$ cat src/rtl/rrc_interp_filter_if.sv
// Symbol-in / sample-out bus of the I/Q RRC interpolator, plus the coefficient
// write port and status. master = upstream/controller side, slave = filter.
interface rrc_interp_filter_if #(
  parameter int DW   = 4,
  parameter int CW   = 8,
  parameter int TAPS = 11,
  parameter int SPS  = 4,
  parameter int OW   = 16
);
  localparam int CAW = $clog2(TAPS);
  localparam int PW  = $clog2(SPS);

  logic                  in_valid;
  logic                  in_ready;
  logic signed [DW-1:0]  in_i;
  logic signed [DW-1:0]  in_q;
  logic                  coef_we;
  logic [CAW-1:0]        coef_addr;
  logic signed [CW-1:0]  coef_data;
  logic                  out_valid;
  logic                  out_ready;
  logic signed [OW-1:0]  out_i;
  logic signed [OW-1:0]  out_q;
  logic [PW-1:0]         out_phase;
  logic                  busy;
  logic                  sat;

  modport master (
    output in_valid, in_i, in_q, coef_we, coef_addr, coef_data, out_ready,
    input  in_ready, out_valid, out_i, out_q, out_phase, busy, sat
  );

  modport slave (
    input  in_valid, in_i, in_q, coef_we, coef_addr, coef_data, out_ready,
    output in_ready, out_valid, out_i, out_q, out_phase, busy, sat
  );
endinterface

$ cat src/rtl/rrc_interp_filter.sv
// I/Q root-raised-cosine interpolating FIR (polyphase, one MAC per channel).
// Each accepted symbol produces SPS output samples; phase p is
// sum_j h[p + j*SPS] * s[j] over the NSYM-deep symbol delay line.
// Optional feature: define RRC_INTERP_SAT_EN for saturating output narrowing
// with a sticky sat flag; otherwise the output wraps and sat is 0.
module rrc_interp_filter #(
  parameter int DW     = 4,
  parameter int CW     = 8,
  parameter int TAPS   = 11,
  parameter int SPS    = 4,
  parameter int OW     = 16,
  parameter int OSHIFT = 0
) (
  input  logic clk,
  input  logic rst_n,
  rrc_interp_filter_if.slave bus
);
  localparam int NSYM = (TAPS + SPS - 1) / SPS;
  localparam int NPAD = NSYM * SPS;
  localparam int AW   = DW + CW + $clog2(NSYM) + 1;
  localparam int PW   = $clog2(SPS);
  localparam int JW   = (NSYM > 1) ? $clog2(NSYM) : 1;
  localparam int IW   = $clog2(NPAD);
  localparam int WW   = ((AW > OW) ? AW : OW) + 1;

  typedef enum logic [1:0] {IDLE, MAC, OUT} state_t;

  state_t                state_q, state_d;
  logic signed [DW-1:0]  sym_i [NSYM];
  logic signed [DW-1:0]  sym_q [NSYM];
  logic signed [CW-1:0]  coef_q [TAPS];
  logic signed [CW-1:0]  coef_ext [NPAD];
  logic [PW-1:0]         phase_q;
  logic [JW-1:0]         j_q;
  logic signed [AW-1:0]  acc_i_q, acc_q_q, acc_i_nxt, acc_q_nxt;
  logic signed [DW+CW-1:0] prod_i, prod_q;
  logic [IW-1:0]         tap_idx;
  logic signed [OW-1:0]  out_i_q, out_q_q;
  logic [PW-1:0]         out_phase_q;
  logic                  mac_last, phase_last;

`ifdef RRC_INTERP_SAT_EN
  localparam logic signed [WW-1:0] OMAX = WW'((2 ** (OW - 1)) - 1);
  localparam logic signed [WW-1:0] OMIN = ~OMAX;
  logic sat_q;

  function automatic logic signed [OW-1:0] narrow(input logic signed [AW-1:0] a);
    logic signed [WW-1:0] w;
    w = WW'(a >>> OSHIFT);
    if (w > OMAX)      return OW'(OMAX);
    else if (w < OMIN) return OW'(OMIN);
    else               return OW'(w);
  endfunction

  function automatic logic clipped(input logic signed [AW-1:0] a);
    logic signed [WW-1:0] w;
    w = WW'(a >>> OSHIFT);
    return (w > OMAX) || (w < OMIN);
  endfunction
`else
  function automatic logic signed [OW-1:0] narrow(input logic signed [AW-1:0] a);
    return OW'(WW'(a >>> OSHIFT));
  endfunction
`endif

  // Taps beyond TAPS-1 read as zero so the last polyphase branch stays uniform.
  for (genvar k = 0; k < NPAD; k++) begin : g_pad
    if (k < TAPS) begin : g_tap
      assign coef_ext[k] = coef_q[k];
    end else begin : g_zero
      assign coef_ext[k] = '0;
    end
  end

  assign mac_last   = (j_q == JW'(NSYM - 1));
  assign phase_last = (phase_q == PW'(SPS - 1));

  // One multiply-accumulate term per channel for the current (phase, j).
  always_comb begin
    tap_idx   = IW'(phase_q) + IW'(j_q) * IW'(SPS);
    prod_i    = coef_ext[tap_idx] * sym_i[j_q];
    prod_q    = coef_ext[tap_idx] * sym_q[j_q];
    acc_i_nxt = acc_i_q + AW'(prod_i);
    acc_q_nxt = acc_q_q + AW'(prod_q);
  end

  // State register.
  always_ff @(posedge clk or negedge rst_n) begin
    // NOTE: sequential state is always written with <= so every flop samples
    // pre-edge values regardless of block ordering.
    if (!rst_n) state_q <= IDLE;
    else        state_q <= state_d;
  end

  // Next-state logic.
  always_comb begin
    // NOTE: default assignment first so no path leaves state_d unassigned,
    // which would otherwise infer a latch.
    state_d = state_q;
    unique case (state_q)
      IDLE: if (bus.in_valid) state_d = MAC;
      MAC:  if (mac_last)     state_d = OUT;
      OUT:  if (bus.out_ready) state_d = phase_last ? IDLE : MAC;
      default: state_d = IDLE;
    endcase
  end

  // Datapath: coefficient file, delay line, phase/tap counters, accumulators.
  always_ff @(posedge clk or negedge rst_n) begin
    if (!rst_n) begin
      // NOTE: the coefficient file and delay line are reset because a freshly
      // reset filter must produce zeros until coefficients are reloaded.
      for (int k = 0; k < TAPS; k++) coef_q[k] <= '0;
      for (int k = 0; k < NSYM; k++) begin
        sym_i[k] <= '0;
        sym_q[k] <= '0;
      end
      phase_q     <= '0;
      j_q         <= '0;
      acc_i_q     <= '0;
      acc_q_q     <= '0;
      out_i_q     <= '0;
      out_q_q     <= '0;
      out_phase_q <= '0;
    end else begin
      unique case (state_q)
        IDLE: begin
          if (bus.coef_we && (32'(bus.coef_addr) < TAPS))
            coef_q[bus.coef_addr] <= bus.coef_data;
          if (bus.in_valid) begin
            sym_i[0] <= bus.in_i;
            sym_q[0] <= bus.in_q;
            for (int k = 1; k < NSYM; k++) begin
              sym_i[k] <= sym_i[k-1];
              sym_q[k] <= sym_q[k-1];
            end
            phase_q <= '0;
            j_q     <= '0;
            acc_i_q <= '0;
            acc_q_q <= '0;
          end
        end
        MAC: begin
          j_q     <= j_q + JW'(1);
          acc_i_q <= acc_i_nxt;
          acc_q_q <= acc_q_nxt;
          if (mac_last) begin
            out_i_q     <= narrow(acc_i_nxt);
            out_q_q     <= narrow(acc_q_nxt);
            out_phase_q <= phase_q;
          end
        end
        OUT: begin
          if (bus.out_ready && !phase_last) begin
            phase_q <= phase_q + PW'(1);
            j_q     <= '0;
            acc_i_q <= '0;
            acc_q_q <= '0;
          end
        end
        default: ;
      endcase
    end
  end

`ifdef RRC_INTERP_SAT_EN
  // Sticky saturation flag, set whenever a produced sample was clipped.
  always_ff @(posedge clk or negedge rst_n) begin
    if (!rst_n) sat_q <= 1'b0;
    else if (state_q == MAC && mac_last &&
             (clipped(acc_i_nxt) || clipped(acc_q_nxt))) sat_q <= 1'b1;
  end
`endif

  // Output decode from state and the registered sample.
  always_comb begin
    bus.in_ready  = (state_q == IDLE);
    bus.busy      = (state_q != IDLE);
    bus.out_valid = (state_q == OUT);
    bus.out_i     = out_i_q;
    bus.out_q     = out_q_q;
    bus.out_phase = out_phase_q;
`ifdef RRC_INTERP_SAT_EN
    bus.sat       = sat_q;
`else
    bus.sat       = 1'b0;
`endif
  end
endmodule

$ cat src/flat_wrapper.sv
// flat-port wrapper written by rule: the top's interface ports become plain ports
module rrc_interp_filter_flat 
#(
  parameter int DW     = 4,
  parameter int CW     = 8,
  parameter int TAPS   = 11,
  parameter int SPS    = 4,
  parameter int OW     = 16,
  parameter int OSHIFT = 0
)
  (clk, rst_n, bus_in_valid, bus_in_i, bus_in_q, bus_coef_we, bus_coef_addr, bus_coef_data, bus_out_ready, bus_in_ready, bus_out_valid, bus_out_i, bus_out_q, bus_out_phase, bus_busy, bus_sat);
  rrc_interp_filter_if #(.DW(DW), .CW(CW), .TAPS(TAPS), .SPS(SPS), .OW(OW)) bus_i ();
  input  logic clk;
  input  logic rst_n;
  input wire logic [$bits(bus_i.in_valid)-1:0] bus_in_valid;
  input wire logic [$bits(bus_i.in_i)-1:0] bus_in_i;
  input wire logic [$bits(bus_i.in_q)-1:0] bus_in_q;
  input wire logic [$bits(bus_i.coef_we)-1:0] bus_coef_we;
  input wire logic [$bits(bus_i.coef_addr)-1:0] bus_coef_addr;
  input wire logic [$bits(bus_i.coef_data)-1:0] bus_coef_data;
  input wire logic [$bits(bus_i.out_ready)-1:0] bus_out_ready;
  output wire logic [$bits(bus_i.in_ready)-1:0] bus_in_ready;
  output wire logic [$bits(bus_i.out_valid)-1:0] bus_out_valid;
  output wire logic [$bits(bus_i.out_i)-1:0] bus_out_i;
  output wire logic [$bits(bus_i.out_q)-1:0] bus_out_q;
  output wire logic [$bits(bus_i.out_phase)-1:0] bus_out_phase;
  output wire logic [$bits(bus_i.busy)-1:0] bus_busy;
  output wire logic [$bits(bus_i.sat)-1:0] bus_sat;
  assign bus_i.in_valid = bus_in_valid;
  assign bus_i.in_i = bus_in_i;
  assign bus_i.in_q = bus_in_q;
  assign bus_i.coef_we = bus_coef_we;
  assign bus_i.coef_addr = bus_coef_addr;
  assign bus_i.coef_data = bus_coef_data;
  assign bus_i.out_ready = bus_out_ready;
  assign bus_in_ready = bus_i.in_ready;
  assign bus_out_valid = bus_i.out_valid;
  assign bus_out_i = bus_i.out_i;
  assign bus_out_q = bus_i.out_q;
  assign bus_out_phase = bus_i.out_phase;
  assign bus_busy = bus_i.busy;
  assign bus_sat = bus_i.sat;
  rrc_interp_filter #(.DW(DW), .CW(CW), .TAPS(TAPS), .SPS(SPS), .OW(OW), .OSHIFT(OSHIFT)) u_core (.clk(clk), .rst_n(rst_n), .bus(bus_i));
endmodule
$ cat config.mk
export PLATFORM = sky130hd
export DESIGN_NAME = rrc_interp_filter_flat
export DESIGN_NICKNAME = d
export VERILOG_FILES = /design/src/rtl/rrc_interp_filter_if.sv /design/src/rtl/rrc_interp_filter.sv /design/src/flat_wrapper.sv
export SDC_FILE = /design/constraint.sdc
export NUM_CORES = 1
export LEC_CHECK = 0
export CAP_MARGIN = 20
export CELL_PAD_IN_SITES_DETAIL_PLACEMENT = 0
export CELL_PAD_IN_SITES_GLOBAL_PLACEMENT = 1
export CORE_MARGIN = 2
export CORE_UTILIZATION = 45
export DETAILED_ROUTE_END_ITERATION = 7
export PLACE_DENSITY = 0.88
export SYNTH_ARGS = -nofsm -noshare
export SYNTH_HDL_FRONTEND = slang
export SYNTH_SLANG_ARGS = --single-unit
export TNS_END_PERCENT = 1
$ cat constraint.sdc
create_clock -name clk -period 5.15 [get_ports clk]
set_clock_uncertainty 0.05 [all_clocks]
set_input_delay 0.515 -clock clk [delete_from_list [all_inputs] [get_ports clk]]
set_output_delay 0.515 -clock clk [all_outputs]
set_load 0.01 [all_outputs]
# After elaboration in Yosys (flattened, before gate mapping)
# Index checks and enable logic that the tools add are counted.
[classes] n_eq_ne=8 n_mux=26 magnitude_cmp=5 bitwise_logic=3 n_mul=2 n_addsub=5 reduce_logical=14
[op_table] op="15-bit case mux with 3 select lines" count=2
[op_table] op="88-bit bitwise mux" count=1
[op_table] op="8-bit binary-select mux with 4-bit select" count=1
[op_table] op="8-bit demux with 4-bit select" count=1
[op_table] op="15-bit by 12-bit adder with 15-bit output" count=2
[op_table] op="15-bit 2-to-1 mux" count=2
[op_table] op="8-bit by 4-bit multiplier with 12-bit output" count=2
[op_table] op="8-bit 2-to-1 mux" count=3
[op_table] op="4-bit binary-select mux with 2-bit select" count=2
[op_table] op="4-bit 2-to-1 mux" count=4
[op_table] op="2-bit 2-to-1 mux" count=6
[op_table] op="2-bit case mux with 3 select lines" count=2
[op_table] op="5-bit greater-or-equal comparator, second input constant" count=2
[op_table] op="4-bit NOT with 5-bit output" count=2
[op_table] op="3-bit AND reduction" count=3
[op_table] op="2-bit equality test, second input constant" count=3
[op_table] op="2-bit AND reduction" count=3
[op_table] op="5-bit by 1-bit less-than comparator with 1-bit output, second input constant" count=1
[op_table] op="2-bit by 1-bit adder with 2-bit output, second input constant" count=2
[op_table] op="2-bit by 4-bit adder with 4-bit output" count=1
[op_table] op="4-bit less-than comparator, second input constant" count=1
[op_table] op="2-bit by 1-bit != test with 1-bit output, second input constant" count=2
[op_table] op="2-bit != test, second input constant" count=2
[op_table] op="2-bit case mux with 2 select lines" count=1
[op_table] op="9 further kinds" count=12
[word_totals] out_inout_bits=38 regBits=180 elab_cells=88 in_bits=25

# Longest topological paths before layout
[logic_depth] word_depth=8 ltp_mapped=22 depth_no_buf=19

# Worst setup path before layout
# Ideal clock, no wire load.
[synth_timing] kind="register to register" startpoint="register u_core.phase_q[0]" endpoint="register u_core.acc_i_q[14]" setup_ns=0.127 period_less_slack_ns=5.466 arrival_time_ns=5.289 path_buffers=3 stages_incl_launch_ff=21 slack_ns=-0.316 required_time_ns=4.973 cell_sequence="dfrtp_1 > buf_4 > buf_6 > buf_6 > mux2i_1 > nor2_1 > a21oi_1 > a211oi_1 > a21oi_1 > nand2_1 > fa_1 > fa_1 > fa_1 > inv_1 > fa_1 > a211o_1 > a2111oi_0 > o21ai_0 > a31oi_1 > a211oi_1 > nand3b_1"
[synth_between] elab_chain_len=8 word_cells_on_any_way=13 cone_classes="2 x add/sub; 1 x mul; 2 x eq/ne; 4 x mux; 1 x bitwise; 3 x reduce/logical"
[synth_lines] element="from (decl)" line="rrc_interp_filter.sv:33" source="logic [PW-1:0] phase_q;"
[synth_lines] element="from (signal assigned)" line="rrc_interp_filter.sv:155" source="phase_q <= phase_q + PW'(1);"
[synth_lines] element="2-bit by 4-bit adder with 4-bit output" line="rrc_interp_filter.sv:80" source="tap_idx = IW'(phase_q) + IW'(j_q) * IW'(SPS);"
[synth_lines] element="4-bit NOT with 5-bit output (not written as such)" line="rrc_interp_filter.sv:81" source="prod_i = coef_ext[tap_idx] * sym_i[j_q];"
[synth_lines] element="8-bit binary-select mux with 4-bit select" line="rrc_interp_filter.sv:81"
[synth_lines] element="8-bit 2-to-1 mux (not written as such) (2 in a row)" line="rrc_interp_filter.sv:81"
[synth_lines] element="8-bit by 4-bit multiplier with 12-bit output" line="rrc_interp_filter.sv:81"
[synth_lines] element="15-bit by 12-bit adder with 15-bit output" line="rrc_interp_filter.sv:83" source="acc_i_nxt = acc_i_q + AW'(prod_i);"
[synth_lines] element="15-bit case mux with 3 select lines" line="rrc_interp_filter.sv:126" source="unique case (state_q)"
[synth_lines] element="to (signal assigned)" line="rrc_interp_filter.sv:145" source="acc_i_q <= acc_i_nxt;"
[synth_lines] element="to (decl)" line="rrc_interp_filter.sv:35" source="logic signed [AW-1:0] acc_i_q, acc_q_q, acc_i_nxt, acc_q_nxt;"
# Parallel ways exist; a longest one is shown, timed or not. The select of a mux whose other input is x is not followed.
# A chain may end at the register's enable or synchronous reset.

# Final worst setup path
[layout_timing] startpoint="register u_core.phase_q[0]" endpoint="register u_core.acc_q_q[12]"
[layout_between] elab_chain_len=8 word_cells_on_any_way=13 cone_classes="2 x add/sub; 1 x mul; 2 x eq/ne; 4 x mux; 1 x bitwise; 3 x reduce/logical"
[layout_lines] element="2-bit by 4-bit adder with 4-bit output" line="rrc_interp_filter.sv:80"
[layout_lines] element="4-bit NOT with 5-bit output (not written as such)" line="rrc_interp_filter.sv:82" source="prod_q = coef_ext[tap_idx] * sym_q[j_q];"
[layout_lines] element="8-bit binary-select mux with 4-bit select" line="rrc_interp_filter.sv:82"
[layout_lines] element="8-bit 2-to-1 mux (not written as such) (2 in a row)" line="rrc_interp_filter.sv:82"
[layout_lines] element="8-bit by 4-bit multiplier with 12-bit output" line="rrc_interp_filter.sv:82"
[layout_lines] element="15-bit by 12-bit adder with 15-bit output" line="rrc_interp_filter.sv:84" source="acc_q_nxt = acc_q_q + AW'(prod_q);"
[layout_lines] element="15-bit case mux with 3 select lines" line="rrc_interp_filter.sv:126"
[layout_lines] element="to (signal assigned)" line="rrc_interp_filter.sv:146" source="acc_q_q <= acc_q_nxt;"
[layout_lines] element="to (decl)" line="rrc_interp_filter.sv:35"
# Parallel ways exist; a longest one is shown, timed or not. The select of a mux whose other input is x is not followed.

==> results by group <==
Floorplanning
  – Row count: 58
  – Die H: 163.5 um
  – Chip Width: 163.5 um
  – DIE AREA: 0.02674 sq mm
  – Initial core utilization: 45.61%
  – Num ports: 63
  – Core footprint: 0.02511 sq mm

Critical path
  – Slowest-stage cell, CP: fa_1
  – Worst path cell trace: buf_12, mux4_2, or2_4, a32oi_4, buf_6, buf_4, nor2_1, fa_1, fa_1, inv_2, fa_1, inv_2, ha_4, a211o_4, a2111oi_4, o21ai_2, buf_4, xor2_1, a22o_1
  – Worst-path fanout max: 8
  – Crit path capture type: flip-flop
  – Crit path largest cell delay: 0.53 ns
  – Startpoint Class: flip-flop
  – Kind of critical path: reg2reg
  – Worst endpoint required time: 5.42 ns
  – CP arrival: 5.58 ns
  – Cell repeated most along the worst path: fa_1

Yosys
  – FFs w/ async S/R, synth: 100.0%
  – Xor and xnor fraction of the mapped netlist area: 1.835%
  – Post-Syn Area: 0.01145 sq mm
  – Register bit total from synthesis: 180
  – Mux contribution to synthesized area: 18.07%
  – Post-synthesis simple-gate area fraction: 7.527%
  – Area contributors post-synth: dfrtp_1, mux2_2, fa_1
  – Synthesized instance count: 981
  – Main synth FF type: dfrtp_1
  – Most frequent cell after synthesis: dfrtp_1
  – Synth unique cells: 58
  – Syn. warnings: 0
  – Area leader, netlist: dfrtp_1
  – Synth top area share: 39.33%
  – Syn Nets: 1134
  – Most common library cells after synthesis: dfrtp_1, mux2_2, inv_1, nor2_1, fa_1
  – Synthesized-area fraction occupied by adder cells: 18.24%
  – Main combinational cell family by area after synthesis: adder cells
  – Post-synth EDFFs: 0
  – Post-synthesis compound-gate area fraction: 9.056%
  – Syn avg cell area: 11.68 sq um
  – Sequential area share after synthesis: 39.33%

Drt
  – Met3 wire length: 974 um
  – Drt drc: 0
  – Total number of vias: 7846
  – Drt wl/cell: 18.02 um
  – Via density per instance: 5.385
  – DRT Pass-1 Iters: 6
  – Top sig layer: met4
  – Post-Route WL: 26250 um
  – Met1 Wirelength: 11470 um
  – Antenna viol nets, final: 0
  – Met2 wire len: 13280 um
  – Initial DRC count: 393

Timing
  – Slew @ Worst Pin: 1.033 ns
  – RSZ-0062 raised after global routing: true
  – Final hold vios: 0
  – Setup TNS: -0.7189 ns
  – Fin crit share: 103.0%
  – Final setup vio count: 11
  – Fmax: 188.6 MHz
  – Slew Limit Fails: 0
  – Post-layout min period: 5.302 ns
  – Relative slew slack: 31.13%
  – Worst setup margin: -0.1521 ns

Finish
  – Design area: 0.01392 sq mm
  – Multi-input gate area: 0.006574 sq mm
  – Layout cells sized above 1: 30.88%
  – Layout area overhead: 21.52%
  – Register area: 0.004504 sq mm
  – Antenna fix cells: 0
  – Nets: 1268
  – Fill count: 2123
  – Final Core Density: 55.43%

Placement
  – Dpl ws: -0.2262 ns
  – Gp weighted congestion: 0.8327
  – Port buffer count: 61
  – Final HPWL DP: 18720 um
  – Placed cell area: 0.01303 sq mm

CTS
  – Clk sinks: 180
  – Later-pin clock latency in the skew report: 0.44 ns
  – CTS max path bufs: 2
  – CTS buffer count: 17
  – Reg clk slew, reported paths: 0.07 ns
  – H-tree depth: 4
  – Clock root cell: clkbuf_16
  – CTS tree: built

Min path
  – Type of the tightest min-delay check: in2async

Global route
  – Initial antenna violation count: 0
  – Remaining Overflow, GRT: 0
  – Vias in the first global route: 8162
  – Total routing usage reported by global routing: 20.54%
  – Largest net degree at the start of global routing: 90
  – First-pass GRT wire length: 42410 um

Outcome
  – Outcome: complete, but fails checks
  – Failing checks: setup timing

Job
  – Max cap viols: 0
## layout by cell type (no fill, tap or decap), types with 4 or more instances in the layout
cell type,instances
a21o_1,15
a21oi_1,18
a21oi_2,7
a22o_1,28
and2_1,14
buf_12,5
buf_4,87
buf_6,4
clkbuf_16,17
clkdlybuf4s50_1,60
dfrtp_1,180
fa_1,62
ha_1,55
ha_4,5
inv_1,120
inv_2,4
inv_6,6
mux2_2,136
mux2i_1,17
mux4_2,15
nand2_1,37
nand3_1,8
nand4_1,6
nor2_1,62
nor2_2,5
nor3_1,11
o211ai_1,8
o21a_1,7
o21ai_0,13
o21ai_1,6
or2_4,5
xnor2_1,17
xor2_1,7
## per-layer routing
layer | up-vias | GRT usage, %
met5 | - | 0
met1 | 4021 | 26.69
met4 | 0 | 6.699
li1 | 3617 | -
met2 | 171 | 35.19
met3 | 37 | 3.276
## state kept, by name (all words and copies together) (netlist names)
name,count
u_core.acc_i_q,15
u_core.acc_q_q,15
u_core.bus.out_i,15
u_core.bus.out_phase,2
u_core.bus.out_q,15
u_core.coef_ext,88
u_core.j_q,2
u_core.phase_q,2
u_core.state_q,2
u_core.sym_i,12
u_core.sym_q,12
## stage by stage
stage	hold WS, ns	instances
2_1_floorplan	0.1694	981
3_3_place_gp	0.4121	1420
3_5_place_dp	0.4172	1420
4_1_cts	0.1203	1454
5_1_grt	0.1515	1457
6_report	0.07436	1457
## critical path: cells and delay by family (launching register included)
kind	cells	cell delay (ns)
compound gates	5	1.37
xor+xnor	1	0.14
fa+ha+maj	4	1.75
buf+inv	6	0.67
flops	1	0.40
mux	1	0.50
simple gates	2	0.30
## cell families after synthesis
kind of cell               count (synthesis)
other                                      1
AOI/OAI and AO/OA                        138
muxes                                    170
adders and majority gates                128
buffers and inverters                    165
xor gates and xnor gates                  24
and+or+nand+nor                          175
DFF                                      180
## final timing paths
kind | from | end | slack [ns] | depth (start not counted)
min in group clk | u_core.bus.out_q[6] | u_core.bus.out_q[6] | 0.43 | 2
setup reg to reg | u_core.phase_q[0] | u_core.acc_q_q[12] | -0.15 | 19
hold / removal | rst_n | u_core.bus.out_i[11] | 0.07 | 1
setup / recovery | u_core.phase_q[0] | u_core.acc_q_q[12] | -0.15 | 19
hold reg to reg | u_core.bus.out_q[6] | u_core.bus.out_q[6] | 0.43 | 2
max in group asynchronous | rst_n | u_core.coef_ext[57] | 3.79 | 2
## what timing repair did
item / 4_1_cts / 5_1_grt
resized for setup: 12 / 52
buffers inserted: 3 / 3
hold buffers: 0 / 0
setup endpoints to repair: 22 / 32
endpoints found under the hold margin: 0 / 0
pin swaps: 5 / 32
## area by class of cell
cell class,count,share of cell area (%)
multi-input cells,636,47.23
flip-flops and latches,180,32.36
repair buffers,156,10.05
inverters,124,3.344
clock buffers,18,3.083
well taps,330,2.967
clock inverters,13,0.9619
Power is not shown: default switching activity piles up to over one toggle a cycle in this logic, so the estimate is an artifact.
